### config.mk
export PLATFORM = sky130hd
export DESIGN_NAME = rom_stream_reader_flat
export DESIGN_NICKNAME = d
export VERILOG_FILES = /design/src/rtl/rom_stream_reader_if.sv /design/src/rtl/rom_stream_reader.sv /design/src/flat_wrapper.sv
export SDC_FILE = /design/constraint.sdc
export NUM_CORES = 1
export LEC_CHECK = 0
export CORE_ASPECT_RATIO = 0.7
export CORE_UTILIZATION = 59
export CTS_CLUSTER_DIAMETER = 200
export CTS_CLUSTER_SIZE = 8
export DETAILED_ROUTE_END_ITERATION = 7
export HOLD_SLACK_MARGIN = 0.1
export PLACE_DENSITY = 0.9
export SLEW_MARGIN = 20
export SYNTH_ARGS = -nofsm -noshare
export SYNTH_HDL_FRONTEND = slang
export SYNTH_SLANG_ARGS = --single-unit
### constraint.sdc
create_clock -name clk -period 4.8 [get_ports clk]
set_input_delay 1.2 -clock clk [delete_from_list [all_inputs] [get_ports clk]]
set_output_delay 1.2 -clock clk [all_outputs]
set_load 0.05 [all_outputs]
### src/rtl/rom_stream_reader_if.sv
// Downstream stream interface of rom_stream_reader.
// The master drives valid/data/last; the slave answers with ready.
// A word transfers on any rising edge where m_valid && m_ready.
interface rom_stream_reader_if #(
  parameter int DATA_W = 4
) ();

  logic              m_valid;
  logic [DATA_W-1:0] m_data;
  logic              m_last;
  logic              m_ready;

  modport master (
    output m_valid,
    output m_data,
    output m_last,
    input  m_ready
  );

  modport slave (
    input  m_valid,
    input  m_data,
    input  m_last,
    output m_ready
  );

endinterface : rom_stream_reader_if

### src/rtl/rom_stream_reader.sv
// Read-side sequencer for lookup ROMs.
// A start command sweeps base..base+len-1 (wrapping) of a synchronous-read
// ROM. Returned words are tracked through a latency tag pipeline, buffered
// in a small first-word-fall-through FIFO and streamed out over valid/ready
// with the final word flagged. Reads are only issued while buffer credit
// remains, so the FIFO can never overflow regardless of consumer stalls.
module rom_stream_reader #(
  parameter int ADDR_W     = 8,
  parameter int DATA_W     = 4,
  parameter int LEN_W      = 8,
  parameter int RD_LAT     = 1,
  parameter int FIFO_DEPTH = 4
) (
  input  logic                 clk,
  input  logic                 rst_n,
  // control side
  input  logic                 start,
  input  logic [ADDR_W-1:0]    base_addr,
  input  logic [LEN_W-1:0]     len,
  output logic                 busy,
  output logic                 done,
  // ROM side
  output logic [ADDR_W-1:0]    rom_addr,
  output logic                 rom_rd_en,
  input  logic [DATA_W-1:0]    rom_data,
  // stream side
  rom_stream_reader_if.master  m_if
);

  localparam int PTR_W = $clog2(FIFO_DEPTH);
  // Wide enough to hold FIFO occupancy plus every read that can be in flight.
  localparam int CNT_W = $clog2(FIFO_DEPTH + RD_LAT + 2) + 1;

  localparam logic [PTR_W:0] FULL_CNT = (PTR_W+1)'(FIFO_DEPTH);

  typedef enum logic [1:0] {
    S_IDLE,
    S_ISSUE,
    S_DRAIN,
    S_FINISH
  } state_e;

  // ---------------------------------------------------------------------
  // Declarations
  // ---------------------------------------------------------------------
  state_e              state_q, state_d;
  logic                rd_en_q, rd_en_d;        // read strobe presented to the ROM
  logic                rd_last_q, rd_last_d;    // current read is the burst's final one
  logic [ADDR_W-1:0]   addr_q, addr_d;
  logic [LEN_W-1:0]    rem_q, rem_d;            // reads still to issue after the current one

  logic [RD_LAT-1:0]   tag_v_q;                 // valid tag per latency stage
  logic [RD_LAT-1:0]   tag_l_q;                 // last flag per latency stage

  logic [DATA_W:0]     mem_q [FIFO_DEPTH];      // {last, data}
  logic [PTR_W-1:0]    wr_ptr_q, rd_ptr_q;
  logic [PTR_W:0]      count_q;

  logic                tag_exit_v;
  logic                tag_exit_l;
  logic                fifo_empty;
  logic                head_valid;
  logic [DATA_W:0]     head_word;
  logic                push;
  logic                pop;
  logic                store;
  logic                take;
  logic [CNT_W-1:0]    tag_cnt;
  logic [CNT_W-1:0]    outstanding;
  logic                credit;

  // ---------------------------------------------------------------------
  // Datapath decode: tag exit, FIFO head with fall-through, credit
  // ---------------------------------------------------------------------
  assign tag_exit_v = tag_v_q[RD_LAT-1];
  assign tag_exit_l = tag_l_q[RD_LAT-1];
  assign fifo_empty = (count_q == '0);

  // When the FIFO is empty the arriving ROM word is presented directly, so a
  // word reaches the consumer in the same cycle it leaves the ROM.
  assign head_valid = !fifo_empty || tag_exit_v;
  assign head_word  = fifo_empty ? {tag_exit_l, rom_data} : mem_q[rd_ptr_q];

  assign push  = tag_exit_v;
  assign pop   = head_valid && m_if.m_ready;
  // A pop from an empty FIFO consumes the bypassed word, which then is never stored.
  assign store = push && !(pop && fifo_empty);
  assign take  = pop && !fifo_empty;

  assign m_if.m_valid = head_valid;
  assign m_if.m_data  = head_valid ? head_word[DATA_W-1:0] : '0;
  assign m_if.m_last  = head_valid ? head_word[DATA_W]     : 1'b0;

  // Count every read that will eventually claim a FIFO slot.
  // NOTE: always_comb uses blocking '=' so the running sum is visible to the
  // next statement; clocked blocks use '<=' so all registers update together.
  always_comb begin
    tag_cnt = '0;
    for (int i = 0; i < RD_LAT; i++) begin
      tag_cnt = tag_cnt + CNT_W'(tag_v_q[i]);
    end
    outstanding = CNT_W'(count_q) + CNT_W'(rd_en_q) + tag_cnt;
    // A pop this cycle frees a slot before the next read could land.
    credit = (outstanding - CNT_W'(pop)) < CNT_W'(FIFO_DEPTH);
  end

  // ---------------------------------------------------------------------
  // Sequencer: next-state, read issue and burst bookkeeping
  // ---------------------------------------------------------------------
  // NOTE: every signal gets a default before the case so no path leaves it
  // unassigned; a missing default would infer a latch.
  always_comb begin
    state_d   = state_q;
    rd_en_d   = 1'b0;
    rd_last_d = 1'b0;
    addr_d    = addr_q;
    rem_d     = rem_q;

    unique case (state_q)
      S_IDLE: begin
        if (start) begin
          if (len != '0) begin
            // The FIFO and pipeline are empty in IDLE, so the first read
            // always has credit and issues immediately.
            state_d   = S_ISSUE;
            rd_en_d   = 1'b1;
            rd_last_d = (len == LEN_W'(1));
            addr_d    = base_addr;
            rem_d     = len - LEN_W'(1);
          end else begin
            state_d = S_FINISH;
          end
        end
      end

      S_ISSUE: begin
        if (rem_q == '0) begin
          // The final read is on the bus this cycle; wait for its word.
          state_d = S_DRAIN;
        end else if (credit) begin
          rd_en_d   = 1'b1;
          rd_last_d = (rem_q == LEN_W'(1));
          addr_d    = addr_q + ADDR_W'(1);
          rem_d     = rem_q - LEN_W'(1);
        end
      end

      S_DRAIN: begin
        if (pop && head_word[DATA_W]) begin
          state_d = S_FINISH;
        end
      end

      S_FINISH: begin
        state_d = S_IDLE;
      end

      default: begin
        state_d = S_IDLE;
      end
    endcase
  end

  // State and registered ROM interface
  always_ff @(posedge clk or negedge rst_n) begin
    if (!rst_n) begin
      state_q   <= S_IDLE;
      rd_en_q   <= 1'b0;
      rd_last_q <= 1'b0;
      addr_q    <= '0;
      rem_q     <= '0;
    end else begin
      state_q   <= state_d;
      rd_en_q   <= rd_en_d;
      rd_last_q <= rd_last_d;
      addr_q    <= addr_d;
      rem_q     <= rem_d;
    end
  end

  assign rom_rd_en = rd_en_q;
  assign rom_addr  = addr_q;
  assign busy      = (state_q != S_IDLE);
  assign done      = (state_q == S_FINISH);

  // ---------------------------------------------------------------------
  // Latency tag pipeline: a tag reaches the last stage in the cycle its
  // ROM word is valid on rom_data.
  // ---------------------------------------------------------------------
  // Shift {valid,last} tags alongside the ROM read latency
  always_ff @(posedge clk or negedge rst_n) begin
    if (!rst_n) begin
      tag_v_q <= '0;
      tag_l_q <= '0;
    end else begin
      tag_v_q[0] <= rd_en_q;
      tag_l_q[0] <= rd_en_q && rd_last_q;
      for (int i = 1; i < RD_LAT; i++) begin
        tag_v_q[i] <= tag_v_q[i-1];
        tag_l_q[i] <= tag_l_q[i-1];
      end
    end
  end

  // ---------------------------------------------------------------------
  // Output FIFO
  // ---------------------------------------------------------------------
  // FIFO pointers and occupancy
  always_ff @(posedge clk or negedge rst_n) begin
    if (!rst_n) begin
      wr_ptr_q <= '0;
      rd_ptr_q <= '0;
      count_q  <= '0;
    end else begin
      if (store) begin
        wr_ptr_q <= wr_ptr_q + PTR_W'(1);
      end
      if (take) begin
        rd_ptr_q <= rd_ptr_q + PTR_W'(1);
      end
      unique case ({store, take})
        2'b10:   count_q <= count_q + (PTR_W+1)'(1);
        2'b01:   count_q <= count_q - (PTR_W+1)'(1);
        default: count_q <= count_q;
      endcase
    end
  end

  // FIFO storage
  // NOTE: the storage array has no reset; occupancy is reset and the output
  // is gated by m_valid, so stale contents are never observable.
  always_ff @(posedge clk) begin
    if (store) begin
      mem_q[wr_ptr_q] <= {tag_exit_l, rom_data};
    end
  end

  // ---------------------------------------------------------------------
  // Invariants
  // ---------------------------------------------------------------------
  // Credit accounting keeps the FIFO from ever receiving a word when full.
  assert property (@(posedge clk) disable iff (!rst_n)
    !(push && (count_q == FULL_CNT)));

  // A stalled output word must not change underneath the consumer.
  assert property (@(posedge clk) disable iff (!rst_n)
    (m_if.m_valid && !m_if.m_ready) |=>
      (m_if.m_valid && $stable(m_if.m_data) && $stable(m_if.m_last)));

endmodule : rom_stream_reader

### src/flat_wrapper.sv
// flat-port wrapper written by rule: the top's interface ports become plain ports
module rom_stream_reader_flat 
#(
  parameter int ADDR_W     = 8,
  parameter int DATA_W     = 4,
  parameter int LEN_W      = 8,
  parameter int RD_LAT     = 1,
  parameter int FIFO_DEPTH = 4
)
  (clk, rst_n, start, base_addr, len, busy, done, rom_addr, rom_rd_en, rom_data, m_if_m_valid, m_if_m_data, m_if_m_last, m_if_m_ready);
  rom_stream_reader_if #(.DATA_W(DATA_W)) m_if_i ();
  input  logic clk;
  input  logic rst_n;
  input  logic start;
  input  logic [ADDR_W-1:0] base_addr;
  input  logic [LEN_W-1:0] len;
  output logic busy;
  output logic done;
  output logic [ADDR_W-1:0] rom_addr;
  output logic rom_rd_en;
  input  logic [DATA_W-1:0] rom_data;
  output wire logic [$bits(m_if_i.m_valid)-1:0] m_if_m_valid;
  output wire logic [$bits(m_if_i.m_data)-1:0] m_if_m_data;
  output wire logic [$bits(m_if_i.m_last)-1:0] m_if_m_last;
  input wire logic [$bits(m_if_i.m_ready)-1:0] m_if_m_ready;
  assign m_if_m_valid = m_if_i.m_valid;
  assign m_if_m_data = m_if_i.m_data;
  assign m_if_m_last = m_if_i.m_last;
  assign m_if_i.m_ready = m_if_m_ready;
  rom_stream_reader #(.ADDR_W(ADDR_W), .DATA_W(DATA_W), .LEN_W(LEN_W), .RD_LAT(RD_LAT), .FIFO_DEPTH(FIFO_DEPTH)) u_core (.clk(clk), .rst_n(rst_n), .start(start), .base_addr(base_addr), .len(len), .busy(busy), .done(done), .rom_addr(rom_addr), .rom_rd_en(rom_rd_en), .rom_data(rom_data), .m_if(m_if_i));
endmodule
Word-level counts from Yosys, hierarchy flattened:

Memory sizes are Yosys's and may differ from the RTL's.
Cells that the tools add are included.

* $add $sub $neg: 10
* magnitude comparators: 1
* equal/unequal tests: 13
* multiplexer cells: 31
* reductions and logical operators: 18

Operator list (number)
* 8-bit two-way mux: 8
* 8-bit one-hot mux with 2 select lines: 2
* 8-bit by 1-bit equality test with 1-bit output, second input constant: 2
* 8-bit by 1-bit subtractor with 8-bit output, second input constant: 2
* 1-bit two-way mux: 11
* 8-bit by 1-bit adder with 8-bit output, second input constant: 1
* 8-bit zero test: 1
* 2-bit two-way mux: 4
* 2-bit by 1-bit != test with 1-bit output, second input constant: 4
* 2-bit one-hot mux with 4 select lines: 1
* 8-bit nonzero test: 1
* 2-bit equality test, second input constant: 3
* 1-bit logical AND: 6
* 3-bit one-hot mux with 2 select lines: 1
* 2-bit nonzero test: 3
* 5-bit two-way mux: 1
* 5-bit AND reduction: 1
* 2-bit by 1-bit adder with 2-bit output, second input constant: 2
* 3-bit by 1-bit adder with 4-bit output: 1
* 4-bit by 1-bit adder with 4-bit output: 1
* 2-bit by 1-bit equality test with 1-bit output, second input constant: 2
* 4-bit by 3-bit less-than comparator with 1-bit output, second input constant: 1
* 4-bit two-way mux: 1
* 2-bit != test, second input constant: 2
* 9 further kinds: 11

* flip-flop bits (word level): 29
* bits in writable memories: 20
* input bits: 24
* memories: 1

Memory list
* u_core.mem_q: depth 4, width 5, read ports 1, clocked after Yosys merged registers in 0, write ports 1, RTL line rom_stream_reader.sv:55 `logic [DATA_W:0] mem_q [FIFO_DEPTH];`

Depth between registers and ports, before layout:

* depth after elaboration: 9
* mapped depth: 13
* depth with buffers taken out: 11

Least setup slack after synthesis:

OpenSTA, ideal clock, no wires.

* path type: input to output
* from: in rom_data[0]
* to: out m_if_m_data[0]
* arrival time: 2.323 ns
* required time: 3.600 ns
* setup slack: 1.277 ns
* cell stages on the path: 2
* cells stage by stage: nand2_1 -> o21ai_0

* longest elaborated chain between the ends: 2

RTL lines
* from (decl): RTL line flat_wrapper.sv:21 `input logic [DATA_W-1:0] rom_data;`
* 5-bit two-way mux: RTL line rom_stream_reader.sv:82 `assign head_word = fifo_empty ? {tag_exit_l, rom_data} : mem_q[rd_ptr_q];`
* 4-bit two-way mux: RTL line rom_stream_reader.sv:91 `assign m_if.m_data = head_valid ? head_word[DATA_W-1:0] : '0;`
* to (decl): RTL line flat_wrapper.sv:23 `output wire logic [$bits(m_if_i.m_data)-1:0] m_if_m_data;`

Every way passes these cells.

Worst setup path in the final report:

* from: in rom_data[1]
* to: out m_if_m_data[1]

Same word-level chain as after synthesis.

==> run metrics <==
# nets final=359; average wire per standard cell=15.8 um; 1st-pass router iterations=5; H-tree levels=2; max-slew violation count=0; Clock Latency Late Sink=0.30 ns; clock-pin slew on the worst setup and hold paths=0.09 ns; postcts setup bufs=0; critical path class=in -> out; worst-margin pin slew=0.848 ns; initial antenna violation count=0; Int Pwr=1330 uW; Hold Path Depth=1; post-DP HPWL=4.50 mm; post-route cell area=0.00345 mm^2; Die Wd=85.9 um; fillers=309; gr usage total=0.256; Seq. cell area=0.00133 mm^2; synth top area cells=dfrtp_1, edfxtp_1, ha_1, nand2_1, mux4_2; routed vias/inst=5.89; RSZ-0062 raised after global routing=no; Mapped Avg Cell Area=10.4 um^2; post-CTS sizing=0; Final min period=3.99 ns; cts bufs inserted=5; Max Fclk=251 MHz; hold crit path type=reg -> reg; Reg2Reg Depth=10; Setup TNS=0 ns; ys async rst share=0.592; Remaining DRCs=0; die height=60.8 um; DRT antenna net count=0; Switching Fraction=0.483; Mapped Area=0.00291 mm^2; placed instance area=0.00334 mm^2; area fraction of the dominant cell type after synthesis=0.249; clock sinks=49; Post-Route WL=6.08 mm; dominant synthesized flop cell=dfrtp_1; most area-hungry cell type in the Yosys netlist=dfrtp_1; die area=0.00522 mm^2; vias in the first global route=2108; register share of total power=0.295; largest net degree at the start of global routing=28; CTS root buf=clkbuf_8; Via Count=2263; Worst EP arrival=2.79 ns; clk buf depth=2; fin util=0.761; DR iter-0 viols=251; top-level I/O count=41; Post-Syn Instances=280; part of the power in combinational logic=0.595; global route overflow=0; clock power share=0.111; first-pass GRT wire length=10.1 mm; Critical Path RT=3.60 ns; Area Growth Syn to Fin=18.4%; yosys warns=0; VDD IR-drop max=0.453 mV; Core ar.=0.00453 mm^2; clock skew=0.00643 ns; Power Density=747 mW/mm^2; fin crit share=0.832; Slew HR=0.435; antenna fix cells=0; type of origin of the critical path=input port; Mapped Nets=322; Worst setup EP type=primary output; Row Count=20; Pleak=0.00137 uW; final hold violation count=0; port bufs=40; number of unique standard cell types used by synthesis=53; Starting Density=0.643; run status=completed; FF+latch count, synth=49; Net Switching=1240 uW; Min Hold Slack=0.474 ns; number of enable flip-flop cells after synthesis=20; Final Wtd Congestion=0.916; Max Cap Violations=0; share of cells above drive strength 1=0.0818; largest fanout on the critical path=5; final setup fails=0; area of the multi-input gates=0.00145 mm^2; CTS tree=done; # hold bufs at CTS=0; Seq/Total Area, Yosys=0.456
==> synthesized netlist by cell type, types with 3 or more instances <==
library cell	count
ha_1	17
a311oi_1	3
inv_1	17
xor2_1	3
nand3_1	13
mux2i_1	6
edfxtp_1	20
xnor2_1	7
buf_2	3
mux4_2	5
o21ai_0	10
nand2_1	35
clkbuf_1	7
a21oi_1	15
nor2_1	16
o22ai_1	13
nor3_1	7
and2_1	6
o31ai_1	4
dfrtp_1	29
==> layout make-up <==
cell class	count	share of cell area
Clock buffer	6	0.0211
Clock inverter	2	0.00980
Inverter	17	0.0185
Multi-Input combinational cell	201	0.420
Sequential cell	49	0.385
Tap cell	66	0.0240
Timing Repair Buffer	43	0.121
==> kinds of logic (layout without fill, tap and decap cells) <==
kind of cell               Yosys count  count (layout)  synth area share
and+or+nand+nor                     96              96             0.170
AOI/OAI and AO/OA                   65              65             0.155
DFF                                 49              49             0.456
buffers and inverters               30              68            0.0464
adders and majority gates           18              18            0.0800
muxes                               12              12            0.0632
xor gates and xnor gates            10              10            0.0301
==> final timing paths <==
kind / slack (ns) / to / from
hold / removal: 0.47 / u_core.tag_exit_l$_DFF_PN0_ / u_core.rd_last_q$_DFF_PN0_
hold reg to reg: 0.47 / u_core.tag_exit_l$_DFF_PN0_ / u_core.rd_last_q$_DFF_PN0_
max in group asynchronous: 3.45 / u_core.rem_q[1]$_DFFE_PN0P_ / rst_n
setup reg to reg: 1.36 / u_core.rem_q[7]$_DFFE_PN0P_ / u_core.count_q[0]$_DFFE_PN0P_
setup / recovery: 0.81 / m_if_m_data[1] / rom_data[1]
min in group asynchronous: 0.86 / u_core.rd_ptr_q[1]$_DFFE_PN0P_ / rst_n
==> layer usage <==
layer | GRT usage | vias up | wire (um)
met5 | 0 | - | 0
met4 | 0.0667 | 0 | 49
met3 | 0.0503 | 6 | 409
met2 | 0.390 | 98 | 2750
met1 | 0.381 | 1070 | 2870
li1 | - | 1089 | -
==> worst max-delay path, stage by stage <==
cell and delay, ns:
clkdlybuf4s50_1 0.55, nand2_1 0.07, o21ai_0 0.15, clkdlybuf4s50_1 0.82
==> cell usage in the layout, fill, tap and decap left out, drive strengths merged, types with 2 or more instances in the layout <==
| master | Yosys | layout |
|---|---|---|
| xnor2 | 7 | 7 |
| nor4 | 4 | 4 |
| xor2 | 3 | 3 |
| mux4 | 5 | 5 |
| nor2 | 16 | 16 |
| buf | 6 | 4 |
| and3 | 2 | 2 |
| a211oi | 2 | 2 |
| a311oi | 4 | 4 |
| o22ai | 13 | 13 |
| nor4b | 2 | 2 |
| a21o | 4 | 4 |
| nand4 | 2 | 2 |
| nor3 | 7 | 7 |
| o31ai | 4 | 4 |
| o22a | 2 | 2 |
| o21a | 2 | 2 |
| clkdlybuf4s50 | 0 | 39 |
| nand3 | 14 | 14 |
| ha | 17 | 17 |
| clkbuf | 7 | 6 |
| and2 | 7 | 7 |
| a21oi | 16 | 16 |
| nand2 | 35 | 35 |
| inv | 17 | 17 |
| o21ai | 12 | 12 |
| mux2i | 6 | 6 |
| dfrtp | 29 | 29 |
| edfxtp | 20 | 20 |
==> power groups by stage <==
stage               logic [uW]  clock network, uW  registers (uW)
global placement          1480                  0             756
CTS                       1530                287             759
global route              1670                303             784
floorplan                 1110                  0             829
finish                    1530                285             759
detailed placement        1510                  0             766
==> sequential cells by signal (all words and copies together) (netlist names), 2 cells and up <==
signal,cells
u_core.count_q,3
u_core.mem_q,20
u_core.state_q,2
u_core.rom_addr,8
u_core.rd_ptr_q,2
u_core.rem_q,8
u_core.wr_ptr_q,2
==> through the flow <==
stage,cells,setup slack (ns),total power [uW]
floorplan,280,1.28,1940
global placement,376,0.835,2230
detailed placement,376,0.814,2280
CTS,384,0.815,2570
global route,384,0.693,2760
finish,384,0.808,2570
Power figures use the tool's default switching activity.
